**src/rtl/timer_arb_pkg.sv**
```systemverilog
// rtl/timer_arb_pkg.sv - shared types and default sizes for the timer arbiter
package timer_arb_pkg;

  localparam int DEF_NUM_REQ = 4;
  localparam int DEF_TIMER_W = 32;

  typedef enum logic [1:0] {
    IDLE = 2'd0,
    LOAD = 2'd1,
    WAIT = 2'd2,
    DONE = 2'd3
  } arb_state_e;

endpackage

```
**src/rtl/rr_select.sv**
```systemverilog
// rtl/rr_select.sv - combinational round-robin pick starting after the last owner
module rr_select #(
  parameter  int NUM_REQ = 4,
  localparam int ID_W    = $clog2(NUM_REQ)
) (
  input  logic [NUM_REQ-1:0] req,
  input  logic [ID_W-1:0]    last,
  output logic [ID_W-1:0]    grant,
  output logic               valid
);

  logic [ID_W-1:0] idx;

  // Walk from farthest to nearest so the index right after 'last' overrides the rest
  always_comb begin
    grant = '0;
    valid = 1'b0;
    idx   = '0;
    for (int k = NUM_REQ; k >= 1; k--) begin
      idx = ID_W'((int'(last) + k) % NUM_REQ);
      if (req[idx]) begin
        grant = idx;
        valid = 1'b1;
      end
    end
  end

endmodule

```
**src/rtl/timer_arbiter.sv**
```systemverilog
// rtl/timer_arbiter.sv - round-robin owner arbitration for one shared delay timer (optional cancel input: TIMER_ARB_CANCEL_EN)
module timer_arbiter
  import timer_arb_pkg::*;
#(
  parameter  int NUM_REQ = DEF_NUM_REQ,
  parameter  int TIMER_W = DEF_TIMER_W,
  localparam int ID_W    = $clog2(NUM_REQ)
) (
  input  logic                             clk,
  input  logic                             rst,
  input  logic [NUM_REQ-1:0]               req,
  input  logic [NUM_REQ-1:0][TIMER_W-1:0]  req_delay,
`ifdef TIMER_ARB_CANCEL_EN
  input  logic [NUM_REQ-1:0]               cancel,
`endif
  output logic [NUM_REQ-1:0]               done,
  output logic                             busy,
  output logic [ID_W-1:0]                  active_id,
  output logic [TIMER_W-1:0]               timer_set_val,
  output logic                             set_timer,
  input  logic                             timer_is_high
);

  arb_state_e      state, state_nxt;
  logic [ID_W-1:0] rr_ptr;
  logic [ID_W-1:0] gnt_id;
  logic            gnt_valid;
  logic            cancel_exit;

  rr_select #(.NUM_REQ(NUM_REQ)) u_rr_select (
    .req   (req),
    .last  (rr_ptr),
    .grant (gnt_id),
    .valid (gnt_valid)
  );

  // Expiry has priority: a cancel only ends the grant while the timer is still low
`ifdef TIMER_ARB_CANCEL_EN
  assign cancel_exit = (state == WAIT) && !timer_is_high && cancel[active_id];
`else
  assign cancel_exit = 1'b0;
`endif

  // State register
  always_ff @(posedge clk or negedge rst) begin
    if (!rst) state <= IDLE;
    else      state <= state_nxt;
  end

  // Owner latch on grant; pointer advances only when a grant finishes
  always_ff @(posedge clk or negedge rst) begin
    if (!rst) begin
      active_id <= '0;
      rr_ptr    <= ID_W'(NUM_REQ - 1);
    end else begin
      if (state == IDLE && gnt_valid) active_id <= gnt_id;
      if (state == DONE || cancel_exit) rr_ptr <= active_id;
    end
  end

  // Next-state logic; timer_is_high is only looked at in WAIT
  always_comb begin
    state_nxt = state;
    case (state)
      IDLE: if (gnt_valid) state_nxt = LOAD;
      LOAD: state_nxt = WAIT;
      WAIT: begin
        if (timer_is_high)    state_nxt = DONE;
        else if (cancel_exit) state_nxt = IDLE;
      end
      DONE: state_nxt = IDLE;
      default: state_nxt = IDLE;
    endcase
  end

  // Moore outputs decoded from the state and the latched owner
  always_comb begin
    busy          = (state != IDLE);
    set_timer     = (state == LOAD);
    timer_set_val = '0;
    done          = '0;
    if (state == LOAD) timer_set_val = req_delay[active_id];
    if (state == DONE) done[active_id] = 1'b1;
  end

endmodule

```
**config.mk**
```make
export PLATFORM = sky130hd
export DESIGN_NAME = timer_arbiter
export DESIGN_NICKNAME = d
export VERILOG_FILES = /design/src/rtl/timer_arb_pkg.sv /design/src/rtl/rr_select.sv /design/src/rtl/timer_arbiter.sv
export SDC_FILE = /design/constraint.sdc
export NUM_CORES = 1
export LEC_CHECK = 0
export CORE_AREA = 2 2 68 70
export CTS_BUF_LIST = sky130_fd_sc_hd__clkbuf_16
export CTS_CLUSTER_SIZE = 8
export DETAILED_ROUTE_END_ITERATION = 8
export DIE_AREA = 0 0 70 72
export DONT_BUFFER_PORTS = 1
export PLACE_DENSITY_LB_ADDON = 0.15
export SLEW_MARGIN = 30
export SYNTH_ARGS = -nofsm -noshare
export SYNTH_HDL_FRONTEND = slang
export SYNTH_SLANG_ARGS = --single-unit
export TNS_END_PERCENT = 10
```
**constraint.sdc**
```tcl
create_clock -name clk -period 1.7 [get_ports clk]
set_input_delay 0.17 -clock clk [delete_from_list [all_inputs] [get_ports clk]]
set_output_delay 0.17 -clock clk [all_outputs]
set_load 0.02 [all_outputs]
```
==> results.sh, run 1 <==
export IMPL_dr_total_vias=1104
export IMPL_finalWirelength_mm=4.51
export IMPL_place_inst=169
export IMPL_synth_adder_area_share=0.0346
export IMPL_finalHoldViolCount=0
export IMPL_initial_core_util=0.339
export IMPL_ys_ff_latch=6
export IMPL_post_route_util=0.418
export IMPL_nNetsFinal=266
export IMPL_synthSimpleGateAreaFrac=0.193
export IMPL_placed_cell_area_um2=1530
export IMPL_syn_area_per_cell_um2=12.2
export IMPL_rrSetupSlack_ns=0.24
export IMPL_max_freq_ghz=0.562
export IMPL_antenna_found_initial=0
export IMPL_yosysWarningCount=0
export IMPL_reg2reg_depth=4
export IMPL_drv_cap=0
export IMPL_cpMostUsedCell="buf_12"
export IMPL_clkLatencyLatePin_ns=0.23
export IMPL_ys_top_cells_by_area="mux4_2, and2_1, mux4_1, dfrtp_1, dfstp_2"
export IMPL_muxShareOfSynthArea=0.534
export IMPL_async_flop_share=1.00
export IMPL_grt_pass1_vias=1193
export IMPL_synth_top_area_frac=0.420
export IMPL_relSlewSlack=0.663
export IMPL_vdd_drop_max_mv=0.841
export IMPL_leakagePower_nw=0.704
export IMPL_vias_per_cell=6.20
export IMPL_fin_crit_sh=1.05
export IMPL_swShare=0.416
export IMPL_design_area_um2=1780
export IMPL_synth_yosys_seq_area_share=0.105
export IMPL_die_area_um2=5040
export IMPL_place_ws_ns=0.101
export IMPL_ys_types=27
export IMPL_die_y_um=72
export IMPL_io_buffers=0
export IMPL_first_iter_violations=43
export IMPL_path_class="reg -> out"
export IMPL_power_frac_comb=0.803
export IMPL_synth_cells=119
export IMPL_max_clock_path_buffers=2
export IMPL_syn_area_um2=1450
export IMPL_die_w_um=70
export IMPL_core_um2=4260
export IMPL_synth_largest_area_cell="mux4_2"
export IMPL_ant_nets=0
export IMPL_num_antenna_cells=0
export IMPL_stdcell_count=178
export IMPL_rows=24
export IMPL_p_seq_frac=0.087
export IMPL_power_switching_mw=1.48
export IMPL_cp_data_required_time_ns=1.53
export IMPL_drt_pass1_iter_count=2
export IMPL_synth_top_family_by_area="multiplexers"
export IMPL_cts_clk_slew_worst_paths_ns=0.04
export IMPL_clkSinkCount=6
export IMPL_fin_tns_setup_ns=-1.81
export IMPL_gp_congestion=0.741
export IMPL_routedWlPerCell_um=25.3
export IMPL_clock_skew_ns=0.00538
export IMPL_cts_buffers=3
export IMPL_grt_pass1_wl_mm=6.64
export IMPL_cellPowerDensity_nw_per_um2=2000
export IMPL_synthFlopType="dfrtp_1"
export IMPL_drive_gt1_frac=0.667
export IMPL_slew_viol_final=0
export IMPL_finalSetupViolations=32
export IMPL_status="finished, violations left"
export IMPL_area_delta_synth_final_pct=23.0
export IMPL_rsz0062_at_grt="yes"
export IMPL_slowest_delay_ns=0.51
export IMPL_synth_compound_area_frac=0.0536
export IMPL_mostFrequentLayoutCell="mux4_2"
export IMPL_synth_xor_area_share=0
export IMPL_grt_max_degree=33
export IMPL_path_max_fanout=8
export IMPL_fin_crit_ns=1.78
export IMPL_cts_tree="built"
export IMPL_layout_common_cells="mux4_2, and2_4, inv_1, buf_4"
export IMPL_violations="negative setup slack"
export IMPL_ios=175
export IMPL_p_int_mw=2.08
export IMPL_synth_edf_count=0
export IMPL_crit_chain="buf_12 -> buf_12 -> mux4_2 -> and2_4"
export IMPL_cts_root_buf="clkbuf_16"
export IMPL_start_kind="register"
export IMPL_hpwl_mm=3.73
export IMPL_power_share_clock=0.110
export IMPL_drc=0
export IMPL_cp_slowest_cell="mux4_2"
export IMPL_crit_arrival_ns=1.61
export IMPL_grtUsageTotal=0.166
export IMPL_end_kind="output port"
export IMPL_holdPathStages=3
export IMPL_syn_nets=258
export IMPL_grt_overflow=0
export IMPL_setup_ws_ns=-0.0801
export IMPL_hold_class="in -> reg"
export IMPL_timing_worst_slew_pin_value_ns=0.499
export IMPL_htree_levels=1
## flip-flops by register name, summed over array words and instances (netlist names)
signal / cells
active_id: 2
rr_ptr: 2
state: 2
## synthesized netlist by cell type, types with 3 or more instances
library cell and count:
and2_1 32, buf_2 3, clkbuf_1 4, dfrtp_1 4
ha_1 4, inv_1 6, mux2_2 3, mux4_1 5
mux4_2 27, nand2_1 3, nor2_1 3, nor3b_1 3
o21ai_0 3
## power groups by stage
| stage | Combinational (mW) | Sequential [mW] | Clock (mW) |
|---|---|---|---|
| 3_5_place_dp | 2.33 | 0.324 | 0 |
| 2_1_floorplan | 2.01 | 0.315 | 0 |
| 4_1_cts | 2.74 | 0.312 | 0.399 |
| 3_3_place_gp | 2.29 | 0.318 | 0 |
| 5_1_grt | 3.07 | 0.322 | 0.404 |
| 6_report | 2.86 | 0.311 | 0.391 |
## worst paths after layout
check	from	end
max reg2reg	state[0]	state[1]
min reg2reg	rr_ptr[0]	rr_ptr[0]
min in group asynchronous	rst	state[0]
max in group asynchronous	rst	rr_ptr[0]
min	req[2]	active_id[0]
max	active_id[0]	timer_set_val[15]
## critical path: cells and delay by family, from the launching register on
family                 cells  cell delay, ns
buffers and inverters      2            0.29
flip-flops                 1            0.38
multiplexers               1            0.51
AND/OR/NAND/NOR            1            0.20
## area by class of cell
type | instances | area, µm²
fill | 412 | 2480
multi-input combinational | 96 | 1240
timing repair buffer | 14 | 224
sequential | 6 | 154
clock buffer | 3 | 75.1
tap | 52 | 65.1
inverter | 6 | 22.5
clock inverter | 1 | 3.75
## metal layers
metal / global-route usage / wire length [µm] / vias up
met5: 0 / 0 / -
li1: - / - / 481
met2: 0.315 / 2610 / 70
met1: 0.184 / 1460 / 545
met3: 0.0417 / 365 / 8
met4: 0.0491 / 80 / 0
## through the flow
stage / hold slack (ns) / total power, mW
floorplan: -0.126 / 2.33
global placement: -0.125 / 2.61
detailed placement: -0.125 / 2.65
CTS: 0.206 / 3.45
global route: 0.236 / 3.80
finish: 0.208 / 3.56
## what timing repair did
action	4_1_cts	5_1_grt
gates resized for setup	44	23
endpoints found under the hold margin	6	0
endpoints found under the setup margin	32	32
hold buffers	1	0
cloned	2	1
setup buffers	1	0
## cells by family after synthesis
family | after synthesis
buf+inv | 17
fa+ha+maj | 4
mux | 35
simple gates | 46
flops | 6
compound gates | 11
(Power assumes the default switching activity.)
==> run 2: changes to the inputs <==
--- a/config.mk
+++ b/config.mk
@@ -5,11 +5,11 @@
 export SDC_FILE = /design/constraint.sdc
 export NUM_CORES = 1
 export LEC_CHECK = 0
-export CORE_AREA = 2 2 68 70
+export CORE_AREA = 2 2 67 69
 export CTS_BUF_LIST = sky130_fd_sc_hd__clkbuf_16
 export CTS_CLUSTER_SIZE = 8
 export DETAILED_ROUTE_END_ITERATION = 8
-export DIE_AREA = 0 0 70 72
+export DIE_AREA = 0 0 69 71
 export DONT_BUFFER_PORTS = 1
 export PLACE_DENSITY_LB_ADDON = 0.15
 export SLEW_MARGIN = 30
==> constraint.sdc (replaced) <==
create_clock -name clk -period 1.6 [get_ports clk]
set_input_delay 0.16 -clock clk [delete_from_list [all_inputs] [get_ports clk]]
set_output_delay 0.16 -clock clk [all_outputs]
set_load 0.02 [all_outputs]
==> run 2 against run 1 <==
Against the previous run: the run still ends with negative setup slack left; sequential share of layout area decreased by 0.054 points; clock power rose by 5.1%; die area is 2.8% lower; design area is 0.63% higher; first-iteration DRC count up 16%; largest cell class unchanged.
==> results.sh, run 2 (synthesized netlist as in run 1, its figures left out) <==
export IMPL_status="finished, violations left"
export IMPL_violations="negative setup slack"
export IMPL_ios=175
export IMPL_cellPowerDensity_nw_per_um2=2140
export IMPL_routedWlPerCell_um=25.1
export IMPL_max_freq_ghz=0.574
export IMPL_die_w_um=69
export IMPL_path_max_fanout=6
export IMPL_slew_viol_final=0
export IMPL_end_kind="output port"
export IMPL_relSlewSlack=0.692
export IMPL_reg_top3="active_id x2, rr_ptr x2, state x2"
export IMPL_io_buffers=0
export IMPL_htree_levels=1
export IMPL_hold_class="in -> reg"
export IMPL_cp_slowest_cell="mux4_2"
export IMPL_rows=24
export IMPL_wl_met3_um=308
export IMPL_antenna_found_initial=0
export IMPL_vdd_drop_max_mv=0.859
export IMPL_cts_clk_slew_worst_paths_ns=0.04
export IMPL_grt_max_degree=34
export IMPL_core_um2=4200
export IMPL_finalWirelength_mm=4.47
export IMPL_drc=0
export IMPL_vias_per_cell=6.60
export IMPL_leakagePower_nw=0.700
export IMPL_place_ws_ns=0.0358
export IMPL_design_area_um2=1790
export IMPL_clkLatencyLatePin_ns=0.23
export IMPL_drive_gt1_frac=0.675
export IMPL_hpwl_mm=3.54
export IMPL_drt_pass1_iter_count=4
export IMPL_cts_root_buf="clkbuf_16"
export IMPL_highest_layer="met4"
export IMPL_max_clock_path_buffers=2
export IMPL_grt_pass1_vias=1107
export IMPL_grtUsageTotal=0.153
export IMPL_layout_common_cells="mux4_2, and2_4, inv_1, buf_12, clkbuf_16"
export IMPL_clkSinkCount=6
export IMPL_cts_buffers=3
export IMPL_met1_length_mm=1.67
export IMPL_finalSetupViolations=32
export IMPL_cp_top_family="multiplexers"
export IMPL_finalHoldWorstSlack_ns=0.181
export IMPL_mostFrequentLayoutCell="mux4_2"
export IMPL_ant_nets=0
export IMPL_fin_crit_sh=1.09
export IMPL_clock_skew_ns=0.00231
export IMPL_path_class="reg -> out"
export IMPL_dr_total_vias=1175
export IMPL_die_y_um=71
export IMPL_fin_crit_ns=1.74
export IMPL_first_iter_violations=50
export IMPL_setup_ws_ns=-0.143
export IMPL_cts_tree="built"
export IMPL_crit_buf_inv=2
export IMPL_gp_congestion=0.739
export IMPL_slowest_delay_ns=0.48
export IMPL_nNetsFinal=266
export IMPL_area_delta_synth_final_pct=23.8
export IMPL_cp_data_required_time_ns=1.44
export IMPL_start_kind="register"
export IMPL_grt_pass1_wl_mm=6.13
export IMPL_crit_arrival_ns=1.58
export IMPL_num_antenna_cells=0
export IMPL_fin_tns_setup_ns=-3.83
export IMPL_crit_chain="buf_4 -> clkbuf_16 -> mux4_2 -> and2_1"
export IMPL_drv_cap=0
export IMPL_wl_met2_mm=2.46
export IMPL_finalHoldViolCount=0
export IMPL_die_area_um2=4900
export IMPL_placed_cell_area_um2=1550
export IMPL_post_route_util=0.426
export IMPL_initial_core_util=0.344
export IMPL_timing_worst_slew_pin_value_ns=0.456
export IMPL_rsz0062_at_grt="yes"
export IMPL_fillers=391
export IMPL_grt_overflow=0
[run 2: power breakdown]
part,switching (mW),internal (mW),total [mW]
Sequential,0.0864,0.254,0.340
Clock,0.0865,0.324,0.411
Combinational,1.43,1.65,3.07
[run 2: timing repair]
action                     CTS  global route
hold buffers                 1             0
hold endpoints to repair     6             0
setup endpoints to repair   32            32
setup buffers                1             2
gates resized for setup     11            57
cloned                       1             2
[run 2: final cells by class]
class | count | area [µm²] | share of cell area
Multi-Input combinational cell | 96 | 1240 | 0.691
Timing Repair Buffer | 14 | 233 | 0.130
Sequential cell | 6 | 154 | 0.0859
Clock buffer | 3 | 75.1 | 0.0419
Tap cell | 52 | 65.1 | 0.0363
Inverter | 6 | 22.5 | 0.0126
Clock inverter | 1 | 3.75 | 0.00209
[run 2: path summary, 6_finish.rpt]
path / cells after the start / slack [ns] / to / from
max: 4 / -0.14 / timer_set_val[7] / active_id[0]
min: 3 / 0.18 / active_id[1] / req[3]
max reg2reg: 4 / 0.15 / state[1] / state[0]
min reg2reg: 2 / 0.54 / rr_ptr[0] / rr_ptr[0]
max in group asynchronous: 1 / 1.06 / rr_ptr[1] / rst
min in group asynchronous: 1 / 0.26 / state[1] / rst
[run 2: through the flow]
stage | instances | power [mW]
2_1_floorplan | 119 | 2.51
3_3_place_gp | 168 | 2.85
3_5_place_dp | 168 | 2.88
4_1_cts | 175 | 3.46
5_1_grt | 178 | 4.07
6_report | 178 | 3.83
[run 2: worst register-to-register path: cells and delay by family (launching register included)]
| family | cells | cell delay (ns) |
|---|---|---|
| DFF | 1 | 0.40 |
| adders and majority gates | 1 | 0.25 |
| AOI/OAI and AO/OA | 1 | 0.25 |
| buffers and inverters | 1 | 0.08 |
| muxes | 1 | 0.36 |
[run 2: layer usage]
metal,GRT usage,up-vias
met3,0.0214,8
met4,0.0305,0
met2,0.279,77
met5,0,-
li1,-,481
met1,0.194,609
